### src/rtl/mmio_pkg.sv
// ============================================================================
// Module      : mmio_pkg
// Description : Shared bus command codes, default peripheral bases and the
//               channel slice helper for the MMIO controller.
// Revision    : 1.0 - initial release
// ============================================================================
`default_nettype none

package mmio_pkg;

    localparam logic [1:0] MCMD_NONE = 2'b00;
    localparam logic [1:0] MWRITE    = 2'b01;
    localparam logic [1:0] MREAD     = 2'b11;

    localparam logic [8:0] DEF_OUT_BASE = 9'h100;
    localparam logic [8:0] DEF_IN_BASE  = 9'h140;

    // LSB of channel k in a flat bus of w-bit channels
    function automatic int chan_lsb(input int k, input int w);
        return k * w;
    endfunction

endpackage

`default_nettype wire

### src/rtl/mmio_in_chan.sv
// ============================================================================
// Module      : mmio_in_chan
// Description : One input channel: two-flop synchroniser, previous-value
//               stage, rising-edge detect and write-1-to-clear capture.
// Revision    : 1.0 - initial release
// ============================================================================
`default_nettype none

module mmio_in_chan #(
    parameter int PORT_W = 8
) (
    input  logic              clk,
    input  logic              reset_n,
    input  logic [PORT_W-1:0] pins,
    input  logic [PORT_W-1:0] clr,
    output logic [PORT_W-1:0] in_sync,
    output logic [PORT_W-1:0] edge_reg
);

    logic [PORT_W-1:0] r_s1;
    logic [PORT_W-1:0] r_s2;
    logic [PORT_W-1:0] r_s3;
    logic [PORT_W-1:0] r_edge;
    logic [PORT_W-1:0] w_rise;

    assign w_rise = r_s2 & ~r_s3;

    always_ff @(posedge clk or negedge reset_n) begin
        if (!reset_n) begin
            r_s1   <= '0;
            r_s2   <= '0;
            r_s3   <= '0;
            r_edge <= '0;
        end else begin
            r_s1   <= pins;
            r_s2   <= r_s1;
            r_s3   <= r_s2;
            // a fresh rise beats a simultaneous clear of the same bit
            r_edge <= (r_edge & ~clr) | w_rise;
        end
    end

    assign in_sync  = r_s2;
    assign edge_reg = r_edge;

endmodule

`default_nettype wire

### src/rtl/mmio_ctrl.sv
// ============================================================================
// Module      : mmio_ctrl
// Description : Memory-mapped I/O decode: RAM region, N_OUT output registers
//               with readback and N_IN synchronised input channels.
//               Optional MMIO_BUS_ERR_EN adds a sticky unmapped-access flag.
// Revision    : 1.0 - initial release
// ============================================================================
`default_nettype none

module mmio_ctrl
    import mmio_pkg::*;
#(
    parameter int              ADDR_W   = 9,
    parameter int              DATA_W   = 16,
    parameter int              PORT_W   = 8,
    parameter int              N_OUT    = 2,
    parameter int              N_IN     = 2,
    parameter logic [ADDR_W-1:0] OUT_BASE = ADDR_W'(DEF_OUT_BASE),
    parameter logic [ADDR_W-1:0] IN_BASE  = ADDR_W'(DEF_IN_BASE)
) (
    input  logic                    clk,
    input  logic                    reset_n,
    input  logic [1:0]              mem_cmd,
    input  logic [ADDR_W-1:0]       mem_addr,
    input  logic [DATA_W-1:0]       wdata,
    input  logic [DATA_W-1:0]       ram_dout,
    output logic                    ram_write,
    output logic [DATA_W-1:0]       rdata,
    input  logic [N_IN*PORT_W-1:0]  in_pins,
    output logic [N_OUT*PORT_W-1:0] out_ports
`ifdef MMIO_BUS_ERR_EN
    ,
    output logic                    bus_err
`endif
);

    localparam int c_out_lo = int'(OUT_BASE);
    localparam int c_out_hi = c_out_lo + N_OUT - 1;
    localparam int c_in_lo  = int'(IN_BASE);
    localparam int c_in_hi  = c_in_lo + 2 * N_IN - 1;
    localparam bit c_maps_overlap = (c_out_lo <= c_in_hi) && (c_in_lo <= c_out_hi);

    generate
        if (c_maps_overlap) begin : g_overlap_chk
            $error("mmio_ctrl: output and input register windows overlap");
        end
    endgenerate

    logic                w_ram_sel;
    logic                w_periph_sel;
    logic [N_OUT-1:0]    w_out_hit;
    logic [N_IN-1:0]     w_lvl_hit;
    logic [N_IN-1:0]     w_edge_hit;
    logic                w_any_out_hit;
    logic [PORT_W-1:0]   r_out    [N_OUT];
    logic [PORT_W-1:0]   w_in_sync [N_IN];
    logic [PORT_W-1:0]   w_edge_reg [N_IN];
    logic                w_unused_wdata;

    assign w_ram_sel      = ~mem_addr[ADDR_W-1];
    assign w_periph_sel   = mem_addr[ADDR_W-1];
    assign ram_write      = (mem_cmd == MWRITE) & w_ram_sel;
    assign w_any_out_hit  = |w_out_hit;
    assign w_unused_wdata = ^wdata;

    generate
        for (genvar k = 0; k < N_OUT; k++) begin : g_out
            localparam logic [ADDR_W-1:0] c_addr = ADDR_W'(c_out_lo + k);

            assign w_out_hit[k] = w_periph_sel & (mem_addr == c_addr);

            always_ff @(posedge clk or negedge reset_n) begin
                if (!reset_n) begin
                    r_out[k] <= '0;
                end else if ((mem_cmd == MWRITE) && w_out_hit[k]) begin
                    r_out[k] <= wdata[PORT_W-1:0];
                end
            end

            assign out_ports[chan_lsb(k, PORT_W) +: PORT_W] = r_out[k];
        end

        for (genvar k = 0; k < N_IN; k++) begin : g_in
            localparam logic [ADDR_W-1:0] c_lvl_addr  = ADDR_W'(c_in_lo + 2 * k);
            localparam logic [ADDR_W-1:0] c_edge_addr = ADDR_W'(c_in_lo + 2 * k + 1);
            logic [PORT_W-1:0] w_clr;

            // output registers win if a bad configuration makes windows overlap
            assign w_lvl_hit[k]  = w_periph_sel & ~w_any_out_hit & (mem_addr == c_lvl_addr);
            assign w_edge_hit[k] = w_periph_sel & ~w_any_out_hit & (mem_addr == c_edge_addr);
            assign w_clr = ((mem_cmd == MWRITE) && w_edge_hit[k]) ? wdata[PORT_W-1:0] : '0;

            mmio_in_chan #(
                .PORT_W (PORT_W)
            ) u_in_chan (
                .clk      (clk),
                .reset_n  (reset_n),
                .pins     (in_pins[chan_lsb(k, PORT_W) +: PORT_W]),
                .clr      (w_clr),
                .in_sync  (w_in_sync[k]),
                .edge_reg (w_edge_reg[k])
            );
        end
    endgenerate

    always_comb begin
        rdata = '0;
        if (mem_cmd == MREAD) begin
            if (w_ram_sel) begin
                rdata = ram_dout;
            end
            for (int k = 0; k < N_IN; k++) begin
                if (w_lvl_hit[k]) begin
                    rdata = DATA_W'(w_in_sync[k]);
                end
                if (w_edge_hit[k]) begin
                    rdata = DATA_W'(w_edge_reg[k]);
                end
            end
            for (int k = 0; k < N_OUT; k++) begin
                if (w_out_hit[k]) begin
                    rdata = DATA_W'(r_out[k]);
                end
            end
        end
    end

`ifdef MMIO_BUS_ERR_EN
    logic w_access;
    logic w_mapped;
    logic r_bus_err;

    assign w_access = (mem_cmd == MREAD) || (mem_cmd == MWRITE);
    assign w_mapped = w_any_out_hit | (|w_lvl_hit) | (|w_edge_hit);

    always_ff @(posedge clk or negedge reset_n) begin
        if (!reset_n) begin
            r_bus_err <= 1'b0;
        end else if (w_access && w_periph_sel && !w_mapped) begin
            r_bus_err <= 1'b1;
        end
    end

    assign bus_err = r_bus_err;
`endif

endmodule

`default_nettype wire
### config.mk
export PLATFORM = sky130hd
export DESIGN_NAME = mmio_ctrl
export DESIGN_NICKNAME = d
export VERILOG_FILES = /design/src/rtl/mmio_pkg.sv /design/src/rtl/mmio_in_chan.sv /design/src/rtl/mmio_ctrl.sv
export SDC_FILE = /design/constraint.sdc
export NUM_CORES = 1
export LEC_CHECK = 0
export ABC_CLOCK_PERIOD_IN_PS = 1550
export CORE_AREA = 3 3 89 91
export DETAILED_ROUTE_END_ITERATION = 10
export DIE_AREA = 0 0 92 94
export GPL_ROUTABILITY_DRIVEN = 0
export GPL_TIMING_DRIVEN = 0
export PLACE_DENSITY = 0.89
export SLEW_MARGIN = 5
export SYNTH_ARGS = -nofsm -noshare
export SYNTH_HDL_FRONTEND = slang
export SYNTH_HIERARCHICAL = 1
export SYNTH_SLANG_ARGS = --single-unit
### constraint.sdc
create_clock -name clk -period 1.55 [get_ports clk]
set_input_delay 0.155 -clock clk [delete_from_list [all_inputs] [get_ports clk]]
set_output_delay 0.155 -clock clk [all_outputs]
set_load 0.05 [all_outputs]
== Word-level counts from Yosys, hierarchy flattened ==
Index checks and enable logic that the tools add are counted.

* Output and inout bits: 33
* Flip-flop bits (word level): 80
* Input port bits: 61
* Logic and storage cells: 53

* Muxes and demuxes: 10
* Eq/ne operators: 8
* Bitwise logic cells: 20
* Reductions and logical operators: 5

{| class="wikitable"
|+ Operators by type and width
! operator !! number
|-
| $mux W16 || 8
|-
| $eq A9 B9 Y1 const B || 6
|-
| $and A8 B8 Y8 || 4
|-
| $not A8 Y8 || 4
|-
| $mux W8 || 2
|-
| $or A8 B8 Y8 || 2
|-
| $and A1 B1 Y1 || 8
|-
| $logic_and A1 B1 Y1 || 4
|-
| $eq A2 B1 Y1 const B || 1
|-
| $eq A2 B2 Y1 const B || 1
|-
| $not A1 Y1 || 2
|-
| $reduce_or A2 Y1 || 1
|}

== Longest topological paths before layout ==
* Depth after elaboration: 13
* Depth in mapped cells: 6

== Hierarchy ==
Netlist, hierarchy kept.

{| class="wikitable"
|+ By module, submodules not included
! module !! instances !! cells each !! area each (µm²)
|-
| mmio_in_chan || 2 || 56 || 960.9
|-
| mmio_ctrl || 1 || 156 || 1468.9
|}

== Worst setup path before layout ==
No wires, ideal clock.

* Path type: input to output
* Start: input mem_addr[0]
* End: output rdata[4]
* Path buffers: 2
* Data arrival time: 1817 ps
* Slack: -422 ps
* Required time: 1395 ps
* Stages on the path: 5
* Path through: clkbuf_1 > clkbuf_1 > mux2_2 > o221ai_1 > a21oi_1

* Cells in the longest elaborated chain, start to end: 13

{| class="wikitable"
|+ Ends and longest elaborated chain
! what !! RTL line !! source
|-
| from (decl) || mmio_ctrl.sv:24 || <nowiki>input logic [ADDR_W-1:0] mem_addr,</nowiki>
|-
| $eq A9 B9 Y1 || mmio_ctrl.sv:70 || <nowiki>assign w_out_hit[k] = w_periph_sel & (mem_addr == c_addr);</nowiki>
|-
| $and A1 B1 Y1 || mmio_ctrl.sv:70 ||
|-
| $reduce_or A2 Y1 || mmio_ctrl.sv:63 || <nowiki>assign w_any_out_hit = |w_out_hit;</nowiki>
|-
| $not A1 Y1 || mmio_ctrl.sv:89, mmio_ctrl.sv:90 ||
|-
| $and A1 B1 Y1 || mmio_ctrl.sv:89, mmio_ctrl.sv:90 ||
|-
| $and A1 B1 Y1 || mmio_ctrl.sv:89 || <nowiki>assign w_lvl_hit[k] = w_periph_sel & ~w_any_out_hit & (mem_addr == c_lvl_addr);</nowiki>
|-
| $mux W16 || mmio_ctrl.sv:113 || <nowiki>if (w_lvl_hit[k]) begin</nowiki>
|-
| $mux W16 || mmio_ctrl.sv:116 || <nowiki>if (w_edge_hit[k]) begin</nowiki>
|-
| $mux W16 || mmio_ctrl.sv:113 ||
|-
| $mux W16 || mmio_ctrl.sv:116 ||
|-
| $mux W16 || mmio_ctrl.sv:121 || <nowiki>if (w_out_hit[k]) begin</nowiki>
|-
| $mux W16 * || mmio_ctrl.sv:121 ||
|-
| $mux W16 * || mmio_ctrl.sv:108 || <nowiki>if (mem_cmd == MREAD) begin</nowiki>
|-
| to (decl) || mmio_ctrl.sv:28 || <nowiki>output logic [DATA_W-1:0] rdata,</nowiki>
|}

Mark *: on every way between the ends. The rest lies on a longest branch, timed or not.

== Final worst setup path ==
* Start: register g_in[1].u_in_chan.r_s2[2]
* End: output rdata[2]

* Cells in the longest elaborated chain, start to end: 5

{| class="wikitable"
|+ Ends and longest elaborated chain
! what !! RTL line !! source
|-
| from (decl) || mmio_in_chan.sv:21 || <nowiki>logic [PORT_W-1:0] r_s2;</nowiki>
|-
| from (signal assigned) || mmio_in_chan.sv:36 || <nowiki>r_s2 <= r_s1;</nowiki>
|-
| $mux W16 || mmio_ctrl.sv:113 ||
|-
| $mux W16 || mmio_ctrl.sv:116 ||
|-
| $mux W16 (2 in a row) || mmio_ctrl.sv:121 ||
|-
| $mux W16 || mmio_ctrl.sv:108 ||
|}

No other way between the ends.

==> results.cfg <==
[status]
outcome = complete, but fails checks
violations = setup timing

[sta]
tightest_slew_ps = 530
fin_crit_sh_pct = 105
relSlewSlack_pct = 64.8
fmax_mhz = 614
drv_slew = 0
setup_viol = 8
rsz0062_at_grt = yes
hold_viol_final = 0
skew_ps = 2.85
timing.hold.ws_ps = 183
setup_tns_ps = -265
worst_slack_ps = -79.2
final.min_clock_period_ps = 1630

[clock_tree]
cts_tree = done
clk_latency_ps = 340
cts_buffers = 9
cts_sinks = 80
clk_pin_slew_ps = 70
clk_path_buf_depth = 2
cts_max_level = 3
cts_root_buf = clkbuf_8

[logic_synthesis]
syn_avg_cell_area_sq_um = 12.7
ys_seq_area_share_pct = 59.0
yosysUniqueCellTypes = 29
synth-seq-cells = 80
synth_warnings = 6
syn_inst = 268
synth_area_sq_um = 3390
synth_fp_nets = 329

[die]
die-area_sq_um = 8650
core_area_sq_um = 7210
die_h_um = 94
die_w_um = 92
initial_core_util_pct = 47.0
io_pins = 94
rows = 31

[power]
switching_share_pct = 22.6
p_leak_nw = 2.52
ir_worst_vdd_uv = 547
switchingPower_w = 0.00104
power_frac_clock_pct = 39.0
p_seq_share_pct = 47.8
power_frac_comb_pct = 13.2
internal-power_w = 0.00355
power_density_nw_per_um2 = 874

[finish]
area_growth_pct = 54.9
diodes = 0
drive_above_1_share_pct = 39.4
fin_nets = 453

[min_path]
hp-class = input pin to async pin

[routing]
routed_wirelength_um = 9360
firstDrtPassIters = 4
route.vias.total = 2597
drtAntennaViolNets = 0
wl_per_cell_um = 18.9
drc = 0
drt_iter0_drc = 159
viasPerCell = 5.25

[critical_path]
cp-end-kind = primary output
slowest_delay_ps = 370
crit_fanout = 3
critPathSlowestCell = dfrtp_1
arrival_ps = 1470
critPathBufInv = 1
cp-start-kind = register
path_cells = mux2i_1 -> o21ai_0 -> nand2_1 -> a21oi_4 -> buf_6
path_class = register to primary output
cp_top_family = flip-flops
required_ps = 1390

[grt]
grt_busiest_layer = met2
grt_start_max_net_pins = 71
antenna_found_initial = 0
use_met3_pct = 5.77
grt_pass1_vias = 2754
grt_pass1_wl_um = 14100
grt_overflow_total = 0
grt_use_met2_pct = 38.4
grt.met1_usage_pct = 24.7
grt_usage_pct = 22.0

[placement]
port_buffers = 84
hpwl_um = 5610
pre_cts_ws_ps = -1230

[job]
drv_cap = 0
[routing by layer]
layer | part of all wire, % | up-vias
met2 | 53 | 104
met5 | 0 | -
met1 | 37 | 1296
met4 | 3.0 | 0
li1 | - | 1170
met3 | 7.1 | 27
[worst paths after layout]
check	startpoint	to	slack, ps	depth (start not counted)
max in group asynchronous	reset_n	g_in[0].u_in_chan/r_s1[0]$_DFF_PN0_	810	3
setup reg to reg	out_ports[11]$_DFFE_PN0P_	out_ports[11]$_DFFE_PN0P_	630	2
min in group clk	in_pins[4]	g_in[0].u_in_chan/r_s1[4]$_DFF_PN0_	240	1
setup / recovery	g_in[1].u_in_chan/in_sync[2]$_DFF_PN0_	rdata[2]	-80	5
hold reg to reg	g_in[0].u_in_chan/r_s1[0]$_DFF_PN0_	g_in[0].u_in_chan/in_sync[0]$_DFF_PN0_	350	0
hold / removal	reset_n	g_in[1].u_in_chan/r_s1[4]$_DFF_PN0_	180	2
[synth_stat cells]
cell,number,share of area (%)
a211oi_1,8,1.8
a21oi_1,8,1.2
and2_1,26,4.8
and2b_1,1,0.22
and3_1,1,0.18
buf_1,2,0.22
buf_2,1,0.15
buf_6,1,0.33
clkbuf_1,7,0.78
dfrtp_1,80,59
inv_1,32,3.5
mux2_2,16,5.3
mux2_4,8,3.5
mux2i_1,8,2.4
nand2_1,9,1.0
nand2b_1,1,0.18
nand3_4,1,0.52
nand3b_1,8,1.8
nand4_1,1,0.18
nor2_1,2,0.22
nor2_2,1,0.18
nor2b_1,10,1.8
nor3_4,1,0.48
nor3b_1,1,0.22
nor4_4,1,0.63
o21ai_0,8,1.2
o221ai_1,8,2.1
o22ai_2,16,5.9
or3_1,1,0.18
[per-stage QoR]
step | total power, W | cell area [sq um] | std cells | util [%]
2_1_floorplan | 0.00245 | 3480 | 268 | -
3_3_place_gp | 0.00270 | 4450 | 451 | 61.7
3_5_place_dp | 0.00273 | 4470 | 452 | 62.0
4_1_cts | 0.00460 | 5100 | 480 | 70.7
5_1_grt | 0.00476 | 5250 | 495 | 72.8
6_report | 0.00459 | 5250 | 495 | 72.8
[timing repair]
action | 4_1_cts | 5_1_grt
gates resized for setup | 197 | 24
setup endpoints to repair | 65 | 49
hold buffers | 1 | 0
setup buffers | 13 | 16
gates cloned | 1 | 0
hold endpoints to repair | 80 | 0
pin swaps | 12 | 9
[worst reg2reg max path, stage by stage, from the launching register on]
cell     delay (ps)
dfrtp_1         410
buf_4           150
mux2_4          260
[power groups by stage]
stage / combinational (W) / sequential [W] / clock, W
final: 0.000606 / 0.00219 / 0.00179
after CTS: 0.000570 / 0.00219 / 0.00184
after floorplan: 0.000206 / 0.00225 / 0
after global routing: 0.000642 / 0.00220 / 0.00192
after global placement: 0.000474 / 0.00223 / 0
after detailed placement: 0.000494 / 0.00223 / 0
[final cells by class]
class | count | area [sq um]
Sequential cell | 80 | 2000
Tap cell | 99 | 124
Clock inverter | 3 | 90.1
Clock buffer | 12 | 145
Timing Repair Buffer | 115 | 1100
Buffer | 8 | 86.3
Fill cell | 446 | 1960
Multi-Input combinational cell | 146 | 1580
Inverter | 32 | 120
[cell usage in the layout, fill, tap and decap left out, types with 3 or more instances in the layout]
master and instances:
dfrtp_1 80, buf_4 31, buf_12 3, o21ai_1 4, a21oi_4 8, and2_4 3, inv_1 32, o221ai_4 7
buf_2 4, mux2_4 16, nand2_1 9, clkdlybuf4s50_1 40, nand3b_1 8, and2_1 23, dlygate4sd2_1 17, buf_6 15
o22ai_2 16, a211oi_2 8, clkbuf_8 12, clkbuf_2 3, bufinv_16 3, o21ai_0 4, mux2i_1 8, mux2_2 8
nor2b_1 6
[logic make-up after synthesis]
family          synth area share (%)
flops                           59.0
simple gates                    12.6
compound gates                  12.1
mux                             11.2
buf+inv                         5.02
No activity file was read; power rests on OpenSTA's default activity.
